### config.mk
export PLATFORM = sky130hd
export DESIGN_NAME = stall_ctrl
export DESIGN_NICKNAME = d
export VERILOG_FILES = /design/src/rtl/stall_ctrl_pkg.sv /design/src/rtl/stall_ctrl_sb_match.sv /design/src/rtl/stall_ctrl.sv
export SDC_FILE = /design/constraint.sdc
export NUM_CORES = 1
export LEC_CHECK = 0
export ABC_AREA = 1
export BUFFER_PORTS_ARGS = -buffer_cell sky130_fd_sc_hd__buf_2
export CAP_MARGIN = 20
export CORE_ASPECT_RATIO = 0.7
export CORE_MARGIN = 10
export CORE_UTILIZATION = 30
export CTS_BUF_LIST = sky130_fd_sc_hd__clkbuf_4
export DETAILED_ROUTE_END_ITERATION = 8
export HOLD_SLACK_MARGIN = 0.1
export PLACE_DENSITY = 0.54
export SYNTH_ARGS = -nofsm -noshare
export SYNTH_HDL_FRONTEND = slang
export SYNTH_HIERARCHICAL = 1
export SYNTH_SLANG_ARGS = --single-unit
### constraint.sdc
create_clock -name clk -period 2.7 [get_ports clk]
set_clock_uncertainty 0.05 [all_clocks]
set_input_delay 0.54 -clock clk [delete_from_list [all_inputs] [get_ports clk]]
set_output_delay 0.54 -clock clk [all_outputs]
set_load 0.05 [all_outputs]
### src/rtl/stall_ctrl_pkg.sv
// Shared pipeline definitions for the hazard/scoreboard unit.
// Register index width, forward-select codes and shadow entry layout.
package stall_ctrl_pkg;

    localparam int REG_IDX_W = 5;

    localparam logic [1:0] FWD_RF  = 2'b00;
    localparam logic [1:0] FWD_MEM = 2'b01;
    localparam logic [1:0] FWD_WB  = 2'b10;

    typedef struct packed {
        logic                 v;
        logic                 we;
        logic [REG_IDX_W-1:0] rd;
        logic                 ld;
    } sb_entry_t;

endpackage

### src/rtl/stall_ctrl_sb_match.sv
// Compare one ID source index against one in-flight destination.
// x0 is hard-wired zero, so it never matches.
import stall_ctrl_pkg::*;

module sb_match (
    input  logic                 used,
    input  logic [REG_IDX_W-1:0] rs,
    input  logic                 ent_v,
    input  logic                 ent_we,
    input  logic [REG_IDX_W-1:0] ent_rd,
    output logic                 hit
);

    // Entry writes rs and the source is really read
    always_comb begin
        hit = used & ent_v & ent_we & (ent_rd == rs) & (rs != '0);
    end

endmodule

### src/rtl/stall_ctrl.sv
// Hazard detection and EX operand forwarding for the 5-stage pipe.
// Shadows rd of the EX/MEM occupants; WB needs no tracking (write-before-read RF).
import stall_ctrl_pkg::*;

module stall_ctrl #(
    parameter int FORWARDING = 1,
    parameter int CNT_W      = 32
) (
    input  logic                 clk,
    input  logic                 rst,
    input  logic                 id_valid,
    input  logic [REG_IDX_W-1:0] id_rs1,
    input  logic [REG_IDX_W-1:0] id_rs2,
    input  logic                 id_rs1_used,
    input  logic                 id_rs2_used,
    input  logic                 id_we,
    input  logic [REG_IDX_W-1:0] id_rd,
    input  logic                 id_is_load,
    input  logic                 flush,
    output logic                 stop,
    output logic [1:0]           fwd_a,
    output logic [1:0]           fwd_b,
    output logic [CNT_W-1:0]     stall_cycles
);

    sb_entry_t            ex_q;
    logic                 mem_v;
    logic                 mem_we;
    logic [REG_IDX_W-1:0] mem_rd;

    logic      a_ex, a_mem, b_ex, b_mem;
    logic      ex_load;
    logic [1:0] sel_a, sel_b;
    sb_entry_t id_ent;

    sb_match u_a_ex (
        .used   (id_rs1_used),
        .rs     (id_rs1),
        .ent_v  (ex_q.v),
        .ent_we (ex_q.we),
        .ent_rd (ex_q.rd),
        .hit    (a_ex)
    );

    sb_match u_a_mem (
        .used   (id_rs1_used),
        .rs     (id_rs1),
        .ent_v  (mem_v),
        .ent_we (mem_we),
        .ent_rd (mem_rd),
        .hit    (a_mem)
    );

    sb_match u_b_ex (
        .used   (id_rs2_used),
        .rs     (id_rs2),
        .ent_v  (ex_q.v),
        .ent_we (ex_q.we),
        .ent_rd (ex_q.rd),
        .hit    (b_ex)
    );

    sb_match u_b_mem (
        .used   (id_rs2_used),
        .rs     (id_rs2),
        .ent_v  (mem_v),
        .ent_we (mem_we),
        .ent_rd (mem_rd),
        .hit    (b_mem)
    );

    // Stall request, EX load enable and next forward selects
    always_comb begin
        stop    = 1'b0;
        ex_load = 1'b0;
        sel_a   = FWD_RF;
        sel_b   = FWD_RF;
        id_ent  = '{v: id_valid, we: id_we, rd: id_rd, ld: id_is_load};
        if (FORWARDING != 0) begin
            stop = id_valid & ~flush & ex_q.ld & (a_ex | b_ex);
        end else begin
            stop = id_valid & ~flush & (a_ex | b_ex | a_mem | b_mem);
        end
        ex_load = id_valid & ~flush & ~stop;
        if (FORWARDING != 0) begin
            if (a_ex) begin
                sel_a = FWD_MEM;
            end else if (a_mem) begin
                sel_a = FWD_WB;
            end
            if (b_ex) begin
                sel_b = FWD_MEM;
            end else if (b_mem) begin
                sel_b = FWD_WB;
            end
        end
    end

    // Shadow advance: flush or stall drop a bubble into EX
    always_ff @(posedge clk or posedge rst) begin
        if (rst) begin
            ex_q   <= '0;
            mem_v  <= 1'b0;
            mem_we <= 1'b0;
            mem_rd <= '0;
        end else begin
            ex_q   <= (flush | stop) ? '0 : id_ent;
            mem_v  <= ex_q.v;
            mem_we <= ex_q.we;
            mem_rd <= ex_q.rd;
        end
    end

    // Forward selects follow the instruction entering EX
    always_ff @(posedge clk or posedge rst) begin
        if (rst) begin
            fwd_a <= FWD_RF;
            fwd_b <= FWD_RF;
        end else begin
            fwd_a <= ex_load ? sel_a : FWD_RF;
            fwd_b <= ex_load ? sel_b : FWD_RF;
        end
    end

    // Free-running count of stalled cycles
    always_ff @(posedge clk or posedge rst) begin
        if (rst) begin
            stall_cycles <= '0;
        end else if (stop) begin
            stall_cycles <= stall_cycles + CNT_W'(1);
        end
    end

endmodule

==> metrics.md <==
| Metric | Value |
|---|---|
| R2R cell count | `12` |
| Syn_area_per_cell | `7.07 sq um` |
| Critical path endpoint category | `primary output` |
| CTS buffer count | `5` |
| Yosys cell types | `23` |
| Reg-to-reg startpoint | `ex_q[5]` |
| #FFs+latches synth | `51` |
| Fmax achieved | `~410 MHz` |
| Critical Path, Cell by Cell | `inv_1 > nand2_1 > nand2_1 > nor2_2 > nand3_1 > nor2_2 > nor2_1 > nor2_2 > buf_4` |
| P per Cell Area | `between 300 and 400 mW/mm^2` |
| CTS tree | `built` |
| Multi-input logic area | `0.00141 sq mm` |
| CP Buf/Inv Count | `2` |
| Post-synth top area cell | `dfrtp_1` |
| Post-DRT Antenna Nets | `0` |
| CP startpoint | `ex_q[5]` |
| Clk pin slew, worst setup/hold paths | `0.15 ns` |
| Worst-path cell with the longest stage delay | `dfrtp_1` |
| Final std cells w/o fill | `615` |
| CP max stage delay | `0.45 ns` |
| Syn Inst Count | `between 400 and 500` |
| Port bufs | `59` |
| Fin. Hold Viols | `0` |
| Syn nets | `442` |
| Area after DPL | `~0.0034 sq mm` |
| Vias per inst | `4.40` |
| Global-route usage over all layers | `11.4%` |
| Die width | `between 100 and 150 um` |
| Detail Placement HPWL | `roughly 6.5 mm` |
| Clock Root Buffer | `clkbuf_4` |
| Pwr Total | `about 1.2 mW` |
| Cell mode on critical path | `nor2_2` |
| Row count | `30` |
| Max H-tree Level | `2` |
| Total Wirelength | `~8 mm` |
| Max Cap Violations | `0` |
| Largest cells by area after synthesis | `dfrtp_1 43%, nand2_1 18%, inv_1 7.9%` |
| Max-slew violations | `0` |
| Async S/R FF share, synth | `between 90% and 100%` |
| Number of enable flip-flop cells after synthesis | `0` |
| Worst reg2reg setup slack | `0.67 ns` |
| Fin Setup TNS | `0 ns` |
| Latest clock arrival within the worst-skew pair | `0.37 ns` |
| ANT cells | `0` |
| Critical Path AT | `1.88 ns` |
| Drt first pass iters | `4` |
| Hold Path Class | `primary input to async pin` |
| Full die area | `~0.014 sq mm` |
| Period minus WS final | `between 2 and 2.5 ns` |
| DRC errors left | `0` |
| Design area | `around 0.0035 sq mm` |
| WP data required | `around 2.1 ns` |
| Routed vias | `roughly 2700` |
| Height of the die | `103 um` |
| Commonest register cell after synthesis | `dfrtp_1` |
| Number of global-route vias before repair | `between 2000 and 3000` |
| Register area share after synthesis | `between 40% and 50%` |
| Relative slew margins | `a little under three quarters` |
| Critical Path Stages | `9` |
| Yosys warnings | `6` |
| Reg2reg end | `stall_cycles[20]` |
| Fraction of layout cells with a size suffix above 1 | `23.0%` |
| Worst VDD drop | `roughly 0.00013 V` |
| RSZ-0062 raised after global routing | `false` |
| Core Area | `roughly 0.0096 sq mm` |
| First-pass GRT wire length | `between 10 and 15 mm` |
| Final setup fails | `0` |
| Nets | `510` |
| Register area | `0.00128 sq mm` |
| Tcrit/Tclk final | `~91%` |
| Leakage power total | `1.84 nW` |
| CP top delay family | `simple AND/OR/NAND/NOR gates` |
| Routability cong. | `~0.86` |
| Status | `completed` |
| Sink Count | `51` |
| WS Path Type | `register to primary output` |
| Worst-case clock buffer depth | `2` |
| Number of antenna violations at the first check in global routing | `0` |
| Top-area cell type share of the netlist area | `roughly 43%` |
| Starting Density | `roughly 31%` |
| Mapped Area | `between 0.002 and 0.003 sq mm` |
| CP Capture Point | `stop` |
| Fillers | `1031` |
| Least-Margin Pin Slew | `0.428 ns` |
| # IOs | `60` |
| Layout area overhead | `18.0%` |
| Drt first-iter violations | `132` |
| Largest net degree at the start of global routing | `33` |
| Routed WL per cell | `about 13 um` |
| Crit path max fanout | `3` |
| Placed Cells | `between 600 and 700` |
| Total grt overflow | `0` |
| CP startpoint kind | `register` |
==> synth_stat cells (5+ instances only) <==
cell      number
nand2_1      142
inv_1         62
nor2_1        52
dfrtp_1       51
nand3_1       28
nor2_2        16
nand4_1       11
inv_2         10
nand3b_1       7
xnor2_1        7
nor2_4         6
nand2_2        5
xor2_1         5
==> tightest hold or removal path, cell delays in order <==
cell and delay (ns):
buf_2 0.10, inv_2 0.04, buf_4 0.25
==> layout by cell type (no fill, tap or decap) <==
| master | count |
|---|---|
| nor3b_1 | 1 |
| clkbuf_4 | 5 |
| nand4_1 | 11 |
| buf_4 | 4 |
| nand2_1 | 142 |
| nor2_4 | 6 |
| o21ai_0 | 3 |
| nand3_2 | 2 |
| o21ai_1 | 1 |
| nand3_1 | 28 |
| inv_1 | 61 |
| nand3b_1 | 7 |
| buf_2 | 58 |
| nand2_2 | 5 |
| nor3_1 | 1 |
| clkinvlp_4 | 1 |
| dfrtp_1 | 49 |
| a21oi_1 | 4 |
| ha_1 | 1 |
| xnor2_1 | 7 |
| clkinv_1 | 2 |
| nor2_1 | 51 |
| and2_1 | 1 |
| dfrtp_2 | 2 |
| xor2_1 | 5 |
| nor2_8 | 1 |
| nor2_2 | 17 |
| inv_2 | 11 |
==> state kept, by name, indices dropped and copies added (netlist names) <==
register      count
stall_cycles     32
mem_we            1
fwd_a             2
ex_q              8
mem_rd            5
mem_v             1
fwd_b             2
==> through the flow <==
step	hold WS (ns)	util, %	setup slack, ns
3_5_place_dp	0.357	35.6	0.200
5_1_grt	0.118	36.2	0.00852
4_1_cts	0.103	36.1	0.0121
6_report	0.122	36.2	0.235
3_3_place_gp	0.348	35.6	0.228
2_1_floorplan	0.323	-	0.531
==> cell type report <==
type	instances	share of cell area, %
well taps	128	4.59
inverters	72	7.74
clock buffers	5	1.08
repair buffers	62	9.18
multi-input cells	294	40.3
flip-flops and latches	51	36.6
clock inverters	3	0.430
==> layer usage <==
metal	share of wire [%]	GRT usage, %	vias up
met5	0	0	-
met4	0.45	2.64	0
met1	53	16.3	1265
met3	3.4	2.30	2
li1	-	-	1397
met2	43	17.1	43
==> what timing repair did <==
item                                    4_1_cts  5_1_grt
endpoints found under the setup margin        0        1
gates resized for setup                       0        5
hold buffers                                  0        0
hold endpoints to repair                      0        0
setup buffers                                 0        0
==> worst min-delay path by stage <==
stage,from,endpoint,slack [ns],depth (start not counted)
finish,rst,fwd_a[1],0.12,3
global placement,ex_q[7],mem_v,0.35,0
global route,rst,fwd_a[1],0.12,3
floorplan,ex_q[7],mem_v,0.32,0
detailed placement,ex_q[7],mem_v,0.36,0
CTS,rst,fwd_a[1],0.10,3
==> power by group <==
part | switching (mW) | internal [mW] | total, mW
Combinational | 0.0692 | 0.0375 | 0.107
Clock | 0.251 | 0.0963 | 0.347
Sequential | 0.0140 | 0.776 | 0.790
==> cells by family (layout without fill, tap and decap cells) <==
family	count (synthesis)	in the layout	synth area share, %
and+or+nand+nor	273	273	42.2
buffers and inverters	73	142	9.31
DFF	51	51	43.2
xor gates and xnor gates	12	12	3.55
AOI/OAI and AO/OA	8	8	1.35
adders and majority gates	1	1	0.423
No activity file was read; power rests on OpenSTA's default activity.
